[src/rtl/video_types_pkg.sv]
// Shared video types: LCD geometry defaults, 2bpp shade-to-grey mapping, scanout pixel record.
// The grey mapping here is the one the PGM dump uses, so live output and dumps agree.
package video_types;

    localparam int LCD_W_DEF = 160;
    localparam int LCD_H_DEF = 144;

    localparam logic [7:0] GREY_00 = 8'd255;
    localparam logic [7:0] GREY_01 = 8'd170;
    localparam logic [7:0] GREY_10 = 8'd85;
    localparam logic [7:0] GREY_11 = 8'd0;

    typedef struct packed {
        logic [7:0] grey;
        logic       sof;
        logic       eol;
    } pixel_t;

    typedef enum logic [1:0] {
        IDLE  = 2'd0,
        FETCH = 2'd1,
        DRAIN = 2'd2,
        DONE  = 2'd3
    } scan_state_e;

    function automatic logic [7:0] shadeToGrey(input logic [1:0] shade);
        logic [7:0] grey;
        case (shade)
            2'b00:   grey = GREY_00;
            2'b01:   grey = GREY_01;
            2'b10:   grey = GREY_10;
            default: grey = GREY_11;
        endcase
        return grey;
    endfunction

endpackage

[src/rtl/scanout_fifo.sv]
// Synchronous pixel FIFO; push data visible at the head the cycle after the push.
// No internal backpressure: the producer's credit scheme keeps it from overflowing.
module scanout_fifo
    import video_types::*;
#(
    parameter int DEPTH = 4,
    localparam int AW = $clog2(DEPTH),
    localparam int CW = AW + 1
) (
    input  logic          clk,
    input  logic          reset,
    input  logic          push_i,
    input  pixel_t        push_dat_i,
    input  logic          pop_i,
    output pixel_t        pop_dat_o,
    output logic [CW-1:0] count_o,
    output logic          empty_o,
    output logic          full_o
);

    pixel_t          mem_q [DEPTH];
    logic [AW-1:0]   wr_ptr_q;
    logic [AW-1:0]   rd_ptr_q;
    logic [CW-1:0]   count_q;

    always_ff @(posedge clk) begin
        if (push_i) begin
            mem_q[wr_ptr_q] <= push_dat_i;
        end
    end

    always_ff @(posedge clk) begin
        if (reset) begin
            wr_ptr_q <= '0;
            rd_ptr_q <= '0;
            count_q  <= '0;
        end else begin
            if (push_i) begin
                wr_ptr_q <= wr_ptr_q + AW'(1);
            end
            if (pop_i) begin
                rd_ptr_q <= rd_ptr_q + AW'(1);
            end
            case ({push_i, pop_i})
                2'b10:   count_q <= count_q + CW'(1);
                2'b01:   count_q <= count_q - CW'(1);
                default: count_q <= count_q;
            endcase
        end
    end

    always_ff @(posedge clk) begin
        if (!reset) begin
            assert (!(push_i && full_o));
        end
    end

    assign pop_dat_o = mem_q[rd_ptr_q];
    assign count_o   = count_q;
    assign empty_o   = (count_q == '0);
    assign full_o    = (count_q == CW'(DEPTH));

endmodule

[src/rtl/lcd_scanout.sv]
// Raster-order framebuffer reader: 2-cycle latency from first read to first pixel, 1 pixel/cycle.
// Reads are credit-limited by FIFO occupancy plus the read in flight, so pixReady stalls never overflow.
module lcd_scanout
    import video_types::*;
#(
    parameter int LCD_W      = LCD_W_DEF,
    parameter int LCD_H      = LCD_H_DEF,
    parameter int FIFO_DEPTH = 4
) (
    input  logic       clk,
    input  logic       reset,
    input  logic       frameStart,
    output logic       busy,
    output logic       fbRdEn,
    output logic [7:0] fbRow,
    output logic [7:0] fbCol,
    input  logic [1:0] fbRdData,
    output logic       pixValid,
    input  logic       pixReady,
    output logic [7:0] pixData,
    output logic       pixSof,
    output logic       pixEol,
    output logic       frameDone
);

    localparam int CW = $clog2(FIFO_DEPTH) + 1;

    scan_state_e   state_q, state_d;
    logic [7:0]    row_q, row_d;
    logic [7:0]    col_q, col_d;
    logic          rd_pend_q;
    logic          tag_sof_q;
    logic          tag_eol_q;

    logic          rd_en;
    logic          last_col;
    logic          last_row;
    logic          credit_ok;
    logic          pop;
    pixel_t        push_dat;
    pixel_t        head;
    logic [CW-1:0] fifo_count;
    logic          fifo_empty;
    logic          fifo_full;

    assign last_col  = (col_q == 8'(LCD_W - 1));
    assign last_row  = (row_q == 8'(LCD_H - 1));
    // Occupancy plus the outstanding read must leave room for the read about to issue.
    assign credit_ok = !fifo_full &&
                       (({1'b0, fifo_count} + {{CW{1'b0}}, rd_pend_q}) < (CW + 1)'(FIFO_DEPTH));

    always_comb begin
        state_d = state_q;
        row_d   = row_q;
        col_d   = col_q;
        rd_en   = 1'b0;
        case (state_q)
            IDLE: begin
                if (frameStart) begin
                    state_d = FETCH;
                    row_d   = '0;
                    col_d   = '0;
                end
            end
            FETCH: begin
                if (credit_ok) begin
                    rd_en = 1'b1;
                    if (last_col) begin
                        col_d = '0;
                        if (last_row) begin
                            row_d   = '0;
                            state_d = DRAIN;
                        end else begin
                            row_d = row_q + 8'd1;
                        end
                    end else begin
                        col_d = col_q + 8'd1;
                    end
                end
            end
            DRAIN: begin
                // Leave as the final pixel pops so frameDone lands the cycle after that transfer.
                if (!rd_pend_q &&
                    ((fifo_count == '0) || ((fifo_count == CW'(1)) && pop))) begin
                    state_d = DONE;
                end
            end
            DONE: begin
                state_d = IDLE;
            end
            default: begin
                state_d = IDLE;
            end
        endcase
    end

    always_ff @(posedge clk) begin
        if (reset) begin
            state_q   <= IDLE;
            row_q     <= '0;
            col_q     <= '0;
            rd_pend_q <= 1'b0;
            tag_sof_q <= 1'b0;
            tag_eol_q <= 1'b0;
        end else begin
            state_q   <= state_d;
            row_q     <= row_d;
            col_q     <= col_d;
            rd_pend_q <= rd_en;
            tag_sof_q <= rd_en && (row_q == '0) && (col_q == '0);
            tag_eol_q <= rd_en && last_col;
        end
    end

    assign push_dat = '{grey: shadeToGrey(fbRdData), sof: tag_sof_q, eol: tag_eol_q};
    assign pop      = pixValid && pixReady;

    scanout_fifo #(
        .DEPTH (FIFO_DEPTH)
    ) u_fifo (
        .clk        (clk),
        .reset      (reset),
        .push_i     (rd_pend_q),
        .push_dat_i (push_dat),
        .pop_i      (pop),
        .pop_dat_o  (head),
        .count_o    (fifo_count),
        .empty_o    (fifo_empty),
        .full_o     (fifo_full)
    );

    assign busy      = (state_q == FETCH) || (state_q == DRAIN);
    assign frameDone = (state_q == DONE);
    assign fbRdEn    = rd_en;
    assign fbRow     = row_q;
    assign fbCol     = col_q;
    assign pixValid  = !fifo_empty;
    assign pixData   = fifo_empty ? 8'd0 : head.grey;
    assign pixSof    = !fifo_empty && head.sof;
    assign pixEol    = !fifo_empty && head.eol;

endmodule

[config.mk]
export PLATFORM = sky130hd
export DESIGN_NAME = lcd_scanout
export DESIGN_NICKNAME = d
export VERILOG_FILES = /design/src/rtl/video_types_pkg.sv /design/src/rtl/scanout_fifo.sv /design/src/rtl/lcd_scanout.sv
export SDC_FILE = /design/constraint.sdc
export NUM_CORES = 1
export LEC_CHECK = 0
export ABC_AREA = 1
export BUFFER_PORTS_ARGS = -buffer_cell sky130_fd_sc_hd__buf_2
export CAP_MARGIN = 20
export CORE_ASPECT_RATIO = 1.4
export CORE_UTILIZATION = 45
export DETAILED_ROUTE_END_ITERATION = 8
export GPL_TIMING_DRIVEN = 1
export PLACE_DENSITY_LB_ADDON = 0.08
export REMOVE_ABC_BUFFERS = 1
export SYNTH_ARGS = -nofsm -noshare
export SYNTH_HDL_FRONTEND = slang
export SYNTH_HIERARCHICAL = 1
export SYNTH_SLANG_ARGS = --single-unit
[constraint.sdc]
create_clock -name clk -period 2 [get_ports clk]
set_input_delay 0 -clock clk [delete_from_list [all_inputs] [get_ports clk]]
set_output_delay 0 -clock clk [all_outputs]
set_load 0.03 [all_outputs]
==> flow_summary.json, run 1 <==
{
  "syn2layout_area_growth_pct": 14.6,
  "cap_violations": 0,
  "die_h_um": 104,
  "clockRootBuffer": "clkbuf_8",
  "max_freq_mhz": 573,
  "tritoncts": "yes",
  "final-setup-viol-count": 0,
  "boundaryPins": 36,
  "synth-compound-area-share": 0.0919,
  "nets": 437,
  "antenna_found_initial": 0,
  "syn_area_sq_mm": 0.00335,
  "insertedDiodeCount": 0,
  "cts_sinks": 70,
  "finalPower_mw": 5.09,
  "synth_mux_area_frac": 0,
  "ctsResizeCount": 0,
  "cp_data_arrival_time_ns": 1.75,
  "path_clk_slew_ns": 0.07,
  "synth_fa_ha_area_frac": 0.0545,
  "rr_worst_depth": 11,
  "ys_top_cells_by_area": "edfxtp_1 36%, dfxtp_1 18%, nor2_1 6.7%",
  "r2r_start": "u_fifo/count_o[1]",
  "yosysTopAreaCell": "edfxtp_1",
  "period_share": 0.873,
  "clk_latency_ns": 0.35,
  "synthDominantCellAreaShare": 0.358,
  "worst_r2r_endpoint": "u_fifo/count_o[2]",
  "drc_errors": 0,
  "die_area_sq_mm": 0.00780,
  "hp-start": "frameStart",
  "grt_overflow": 0,
  "final_area_sq_mm": 0.00384,
  "report.final.slew_viol_count": 0,
  "regArea_sq_mm": 0.00180,
  "hold_path_class": "input pin to flip-flop",
  "worst-r2r-setup-slack_ns": 0.26,
  "yosys.area_share.simple": 0.217,
  "placedInstanceArea_sq_mm": 0.00360,
  "multi_input_area_sq_mm": 0.00124,
  "synth_cell_type_count": 28,
  "final_common_cell": "nor2_1",
  "syn_inst": 375,
  "die_w_um": 74.9,
  "drtIter0Drc": 103,
  "hold_buffers": 1,
  "path_class": "flip-flop to output port",
  "vdd_ir_drop_max_mv": 0.886,
  "grt_max_degree": 21,
  "layout_common_cells": "60 x nor2_1, 59 x nand2_1, 58 x inv_1, 40 x edfxtp_1, 35 x buf_2",
  "ant_nets": 0,
  "clock_skew_ns": 0.00890,
  "grt_use_total": 0.194,
  "power.density_mw_per_mm2": 1320,
  "wl_per_cell_um": 13.2,
  "start_kind": "flip-flop",
  "synth-xor-area-share": 0.00784,
  "rsz0062_at_grt": "false",
  "status": "complete, no violations",
  "tightest_slew_ns": 0.467,
  "hold_depth": 4,
  "layout.cells.non_filler": 517,
  "cts-buffers-inserted": 9,
  "cts_setup_buffers": 0,
  "finalHoldViolCount": 0,
  "clock_path_buffers": 2,
  "ys.warnings.count": 6,
  "grt_pass1_wl_um": 11100,
  "ctsHtreeMaxLevel": 3,
  "core_area_sq_mm": 0.00707,
  "ys_ff_latch": 70,
  "drt_wl_total_um": 6820,
  "setup_tns_ns": 0,
  "start_util": 0.474,
  "setup_ws_ns": 0.254,
  "synth.avg_cell_area_sq_um": 8.94,
  "fin_crit_ns": 1.75,
  "grt_pass1_vias": 2407,
  "vias_per_cell": 4.88,
  "fill_cells": 699,
  "row_count": 36,
  "yosysSeqAreaShare": 0.538,
  "p_leak_nw": 1.68,
  "drive_above_1_share": 0.168,
  "dp_hpwl_um": 4920,
  "slew_headroom": 0.688,
  "endpoint_kind": "output port",
  "cp.required_ns": 2.00,
  "worstPathMaxFanout": 11,
  "place_ws_ns": 0.271,
  "worstHoldEndpoint": "fbCol[1]",
  "gp_congestion": 0.825,
  "firstDrtPassIters": 4,
  "vias": 2524,
  "synth_top_family_by_area": "simple AND/OR/NAND/NOR gates",
  "dpl.cell_count": 500,
  "numPortBuffers": 35
}
layer usage:
layer,vias up,wire (um),GRT usage
met5,-,0,0
met4,0,119,0.0822
met3,8,184,0.0552
met2,38,3670,0.350
met1,1176,2840,0.200
li1,1302,-,-
final cells by class:
type,instances,share of cell area
Clock buffer,11,0.0394
Clock inverter,5,0.0208
Inverter,63,0.0616
Multi-Input combinational cell,234,0.324
Sequential cell,70,0.469
Tap cell,95,0.0309
Timing Repair Buffer,39,0.0541
metrics by stage:
step	hold WS, ns	util
after floorplan	0.0691	-
after global placement	0.308	0.509
after detailed placement	0.312	0.509
after CTS	0.0764	0.543
after global routing	0.126	0.543
final	0.0967	0.543
critical path, stage by stage (launching register included):
cell and delay [ns]:
dfxtp_1 0.44, inv_1 0.33, o21ai_1 0.12, o22ai_1 0.14
inv_1 0.06, nor2_1 0.08, buf_2 0.20
report_power, final:
part           internal (mW)  total (mW)  switching, mW
Clock                  0.770        1.31          0.539
Sequential              1.68        1.81          0.132
Combinational          0.595        1.97           1.37
sequential cells by signal, summed over array words and instances (netlist names), named ones only:
name and count:
u_fifo/mem_q 40, rd_pend_q 1, u_fifo/rd_ptr_q 2, tag_eol_q 1, u_fifo/count_o 3, u_fifo/wr_ptr_q 2, fbRow 8, tag_sof_q 1
fbCol 8, state_q 2
how the worst max path moves through the flow:
stage | from | to | slack (ns) | cells past startpoint
after detailed placement | state_q[1] | fbCol[5] | 0.27 | 9
after global routing | u_fifo/count_o[1] | u_fifo/count_o[2] | 0.09 | 11
after floorplan | u_fifo/count_o[1] | u_fifo/count_o[1] | -0.14 | 6
after global placement | fbRow[0] | state_q[1] | 0.29 | 9
after CTS | flip-flop | pixSof | 0.20 | 6
final | flip-flop | pixSof | 0.25 | 6
cell usage after synthesis:
library cell  number
buf_6              4
inv_1             58
nor3b_1            1
nor2_2             3
o22ai_1           10
clkbuf_1           2
nor2_1            60
nand2_2            3
buf_4              2
nor2_4             3
nand3_1           12
fa_1               1
nor4_1             2
inv_2              5
a21oi_1           16
nor3_1             4
nand2_1           59
ha_1              13
xnor2_1            1
xor2_1             2
nand3_4            1
edfxtp_1          40
nor2_8             2
o21ai_0           11
dfxtp_1           30
o21ai_1           22
nand4_1            7
or2_4              1
kinds of logic after synthesis:
| group | count (synthesis) |
|---|---|
| simple gates | 158 |
| buf+inv | 71 |
| flops | 70 |
| compound gates | 59 |
| fa+ha+maj | 14 |
| xor+xnor | 3 |
Note: power is estimated with default switching activity, not from simulation.
==> inputs of run 2 (changes only) <==
--- a/config.mk
+++ b/config.mk
@@ -13,6 +13,7 @@
 export DETAILED_ROUTE_END_ITERATION = 8
 export GPL_TIMING_DRIVEN = 1
 export PLACE_DENSITY_LB_ADDON = 0.08
+export RECOVER_POWER = 50
 export REMOVE_ABC_BUFFERS = 1
 export SYNTH_ARGS = -nofsm -noshare
 export SYNTH_HDL_FRONTEND = slang
==> flow_summary.json, run 2 (synthesized netlist as in run 1, its figures left out) <==
{
  "final-setup-viol-count": 0,
  "slew_headroom": 0.685,
  "start_util": 0.474,
  "cap_violations": 0,
  "cts_sinks": 70,
  "grt_pass1_vias": 2407,
  "die_area_sq_mm": 0.00780,
  "grt_max_degree": 21,
  "busiest_layer": "met2",
  "clk_latency_ns": 0.35,
  "die_w_um": 74.9,
  "worstSetupStartpoint": "u_fifo/count_o[1]",
  "layout_common_cells": "60 x nor2_1, 59 x inv_1, 59 x nand2_1, 40 x edfxtp_1, 30 x dfxtp_1",
  "grt_use_met3": 0.0552,
  "path_clk_slew_ns": 0.07,
  "nets": 437,
  "period_share": 0.873,
  "tritoncts": "yes",
  "drive_above_1_share": 0.123,
  "tightest_slew_ns": 0.472,
  "grtUsageMet2": 0.350,
  "drc_errors": 0,
  "start_kind": "flip-flop",
  "cp_data_arrival_time_ns": 2.00,
  "hold_path_class": "input pin to flip-flop",
  "cp.required_ns": 2.26,
  "met1_usage": 0.200,
  "setup_tns_ns": 0,
  "core_area_sq_mm": 0.00707,
  "setup_ws_ns": 0.255,
  "top_register": "u_fifo/mem_q",
  "insertedDiodeCount": 0,
  "drt_wl_total_um": 6790,
  "vias": 2532,
  "r2r_start": "u_fifo/count_o[1]",
  "boundaryPins": 36,
  "firstDrtPassIters": 4,
  "placedInstanceArea_sq_mm": 0.00360,
  "p_leak_nw": 1.60,
  "finalHoldViolCount": 0,
  "wl_per_cell_um": 13.1,
  "power.density_mw_per_mm2": 1330,
  "clock_skew_ns": 0.00891,
  "final_common_cell": "nor2_1",
  "grt_overflow": 0,
  "place_ws_ns": 0.271,
  "rr_worst_depth": 11,
  "clockRootBuffer": "clkbuf_8",
  "endpoint_kind": "flip-flop",
  "endpoint": "u_fifo/count_o[2]",
  "worstPathMaxFanout": 6,
  "clock_path_buffers": 2,
  "status": "complete, no violations",
  "fin_crit_ns": 1.75,
  "antenna_found_initial": 0,
  "rsz0062_at_grt": "false",
  "vdd_ir_drop_max_mv": 0.862,
  "path_class": "flip-flop to flip-flop",
  "gp_congestion": 0.825,
  "cts-buffers-inserted": 9,
  "drtIter0Drc": 100,
  "dp_hpwl_um": 4920,
  "finalPower_mw": 5.07,
  "die_h_um": 104,
  "vias_per_cell": 4.90,
  "numPortBuffers": 35,
  "row_count": 36,
  "grt_pass1_wl_um": 11100,
  "grt_use_total": 0.194,
  "syn2layout_area_growth_pct": 14.0,
  "cts_setup_buffers": 0,
  "final_area_sq_mm": 0.00382,
  "worst_r2r_endpoint": "u_fifo/count_o[2]",
  "ant_nets": 0,
  "max_freq_mhz": 573,
  "worst-r2r-setup-slack_ns": 0.25,
  "ctsHtreeMaxLevel": 3,
  "largest_reg_flops": 40,
  "fin_util": 0.540,
  "report.final.slew_viol_count": 0
}
==> run 2: cell count changes in the layout (fill, tap and decap cells not counted), sizes merged <==
cell,before,now
clkbuf,11,29
buf,38,20
==> run 2: worst min path at each step <==
stage	from	to	slack (ns)	depth (start not counted)
final	frameStart	fbCol[1]	0.1	4
after global routing	frameStart	fbCol[1]	0.13	4
after CTS	frameStart	fbCol[1]	0.08	4
after detailed placement	reset	fbCol[7]	0.31	2
after global placement	reset	fbCol[6]	0.31	2
after floorplan	reset	fbCol[1]	0.07	1
==> run 2: final cells by class <==
class	instances	area [sq um]
clock buffers	11	151
clock inverters	5	80.1
fillers	702	3250
inverters	63	236
multi-input cells	234	1240
flip-flops and latches	70	1800
well taps	95	119
repair buffers	39	185
==> run 2: routing by layer <==
layer  up-vias  part of all wire
met5         -                 0
met4         0             0.018
met3         8             0.024
met2        38              0.54
met1      1185              0.42
li1       1301                 -
==> run 2: timing repair <==
action,in CTS,in global routing
gates resized for setup,0,0
endpoints found under the hold margin,4,0
hold buffers,1,0
endpoints found under the setup margin,0,0
==> run 2: where the power goes <==
part           internal [mW]  switching, mW  total, mW  leakage, nW
Sequential              1.68          0.131       1.81        0.604
Combinational          0.584           1.37       1.95        0.884
Clock                  0.770          0.537       1.31        0.114
Total                   3.03           2.04       5.07         1.60
==> run 2: worst max-delay path: stages (launching register included) <==
cell and delay, ns:
dfxtp_1 0.41, nor3_1 0.09, nor2_1 0.18, ha_1 0.19, inv_1 0.07, fa_1 0.40
inv_1 0.07, nand2_1 0.06, nand3_1 0.06, nand2_1 0.05, inv_1 0.04, nor2_1 0.03
==> run 2: through the flow <==
stage / instances / hold slack [ns]
3_5_place_dp: 500 / 0.312
4_1_cts: 517 / 0.0764
6_report: 517 / 0.0968
3_3_place_gp: 500 / 0.308
5_1_grt: 517 / 0.126
2_1_floorplan: 367 / 0.0691
==> inputs of run 3 (changes only) <==
--- a/config.mk
+++ b/config.mk
@@ -8,13 +8,16 @@
 export ABC_AREA = 1
 export BUFFER_PORTS_ARGS = -buffer_cell sky130_fd_sc_hd__buf_2
 export CAP_MARGIN = 20
+export CELL_PAD_IN_SITES_DETAIL_PLACEMENT = 0
+export CELL_PAD_IN_SITES_GLOBAL_PLACEMENT = 1
 export CORE_ASPECT_RATIO = 1.4
-export CORE_UTILIZATION = 45
+export CORE_UTILIZATION = 41
 export DETAILED_ROUTE_END_ITERATION = 8
 export GPL_TIMING_DRIVEN = 1
 export PLACE_DENSITY_LB_ADDON = 0.08
 export RECOVER_POWER = 50
 export REMOVE_ABC_BUFFERS = 1
+export SETUP_SLACK_MARGIN = 0.5
 export SYNTH_ARGS = -nofsm -noshare
 export SYNTH_HDL_FRONTEND = slang
 export SYNTH_HIERARCHICAL = 1
==> constraint.sdc (replaced) <==
create_clock -name clk -period 2 [get_ports clk]
set_input_delay 0 -clock clk [delete_from_list [all_inputs] [get_ports clk]]
set_output_delay 0 -clock clk [all_outputs]
set_load 0.1 [all_outputs]
==> flow_summary.json, run 3 (synthesized netlist as in run 1, its figures left out) <==
{
  "status": "complete, no violations",
  "hold_depth": 2,
  "final_area_sq_mm": 0.00440,
  "p_leak_nw": 1.78,
  "die_w_um": 78.4,
  "power.density_mw_per_mm2": 1650,
  "start_util": 0.427,
  "largest_reg_flops": 40,
  "period_share": 0.873,
  "nets": 460,
  "cts-buffers-inserted": 9,
  "grt_pass1_vias": 2643,
  "vias": 2655,
  "row_count": 38,
  "endpoint_kind": "flip-flop",
  "core_area_sq_mm": 0.00785,
  "clock_skew_ns": 0.00873,
  "hp-start": "fbRdData[1]",
  "boundaryPins": 36,
  "clockRootBuffer": "clkbuf_8",
  "start_kind": "flip-flop",
  "cap_violations": 0,
  "grt_use_total": 0.191,
  "clock_path_buffers": 2,
  "gp_congestion": 0.786,
  "worstHoldEndpoint": "u_fifo/mem_q[3][7]",
  "place_ws_ns": 0.249,
  "grt_pass1_wl_um": 12200,
  "finalHoldViolCount": 0,
  "numPortBuffers": 35,
  "drt_wl_total_um": 7520,
  "fin_crit_ns": 1.75,
  "dp_hpwl_um": 5000,
  "top_register": "u_fifo/mem_q",
  "worst-r2r-setup-slack_ns": 0.25,
  "path_clk_slew_ns": 0.08,
  "cp.required_ns": 2.22,
  "vias_per_cell": 4.87,
  "cts_sinks": 70,
  "hold_path_class": "input pin to flip-flop",
  "syn2layout_area_growth_pct": 31.4,
  "drive_above_1_share": 0.299,
  "rsz0062_at_grt": "true",
  "grt_overflow": 0,
  "max_freq_mhz": 573,
  "r2r_start": "u_fifo/count_o[1]",
  "clk_latency_ns": 0.33,
  "antenna_found_initial": 0,
  "path_class": "flip-flop to flip-flop",
  "slew_headroom": 0.225,
  "report.final.slew_viol_count": 0,
  "firstDrtPassIters": 4,
  "ant_nets": 0,
  "tritoncts": "yes",
  "grt_max_degree": 21,
  "placedInstanceArea_sq_mm": 0.00362,
  "wl_per_cell_um": 13.8,
  "die_area_sq_mm": 0.00854,
  "setup_ws_ns": 0.254,
  "final_common_cell": "inv_1",
  "layout_common_cells": "54 x inv_1, 52 x nand2_1, 45 x nor2_1, 40 x edfxtp_1, 19 x o21ai_1",
  "rr_worst_depth": 10,
  "ctsHtreeMaxLevel": 3,
  "worstPathMaxFanout": 4,
  "final-setup-viol-count": 0,
  "insertedDiodeCount": 0,
  "drc_errors": 0,
  "tightest_slew_ns": 1.17,
  "cp_data_arrival_time_ns": 1.96,
  "die_h_um": 109,
  "vdd_ir_drop_max_mv": 1.03,
  "drtIter0Drc": 89
}
## run 3: cell count changes in the layout (fill, tap and decap cells not counted), sizes merged
cell and change:
buf +23, bufinv -1, clkbuf -2, clkinv +1, clkinvlp +1, nor2 +1
## run 3: layout make-up
class                   count  area, sq um
clock buffers              10          128
clock inverters             6         62.6
fillers                   724         3440
inverters                  63          246
multi-input cells         235         1430
flip-flops and latches     70         1830
well taps                 100          125
repair buffers             61          579
## run 3: what timing repair did
item                                    4_1_cts  5_1_grt
hold buffers                                  1        0
cloned                                        2        0
endpoints found under the setup margin       30       36
resized for setup                            69       61
buffers inserted                             17        2
hold endpoints to repair                      4        0
pin swaps                                    17       27
## run 3: metal layers
layer / global-route usage / routed length, um / vias up
li1: - / - / 1352
met1: 0.192 / 2900 / 1240
met2: 0.368 / 4240 / 47
met3: 0.0318 / 156 / 16
met4: 0.103 / 223 / 0
met5: 0 / 0 / -
## run 3: worst max-delay path by stage
| stage | start | endpoint | cells past startpoint |
|---|---|---|---|
| finish | u_fifo/count_o[1] | flip-flop | 10 |
| global route | u_fifo/count_o[1] | flip-flop | 10 |
| CTS | flip-flop | pixData[2] | 6 |
| detailed placement | u_fifo/count_o[1] | u_fifo/count_o[2] | 11 |
| global placement | u_fifo/count_o[1] | u_fifo/count_o[2] | 11 |
| floorplan | state_q[1] | tag_sof_q | 6 |
## run 3: where the power goes
group / internal, mW / switching, mW
Clock: 0.574 / 0.526
Combinational: 1.50 / 2.83
Sequential: 1.71 / 0.131
## run 3: worst max-delay path, cell delays in order, from the launching register on
cell,delay [ns]
dfxtp_2,0.33
nor3_1,0.37
nor2_2,0.09
buf_4,0.14
buf_4,0.12
buf_4,0.12
buf_4,0.12
nand2_1,0.05
inv_1,0.06
o21ai_0,0.15
a21oi_1,0.07
## run 3: per-stage QoR
step                      instances  utilization  total power, mW  hold WS (ns)  TNS (ns)
after floorplan                 367            -             4.31        0.0691     -6.84
after global placement          507        0.462             4.88         0.318         0
after detailed placement        507        0.462             4.88         0.315         0
after CTS                       543        0.534             6.74         0.113         0
after global routing            545        0.561             7.63         0.144         0
final                           545        0.561             7.27         0.119         0
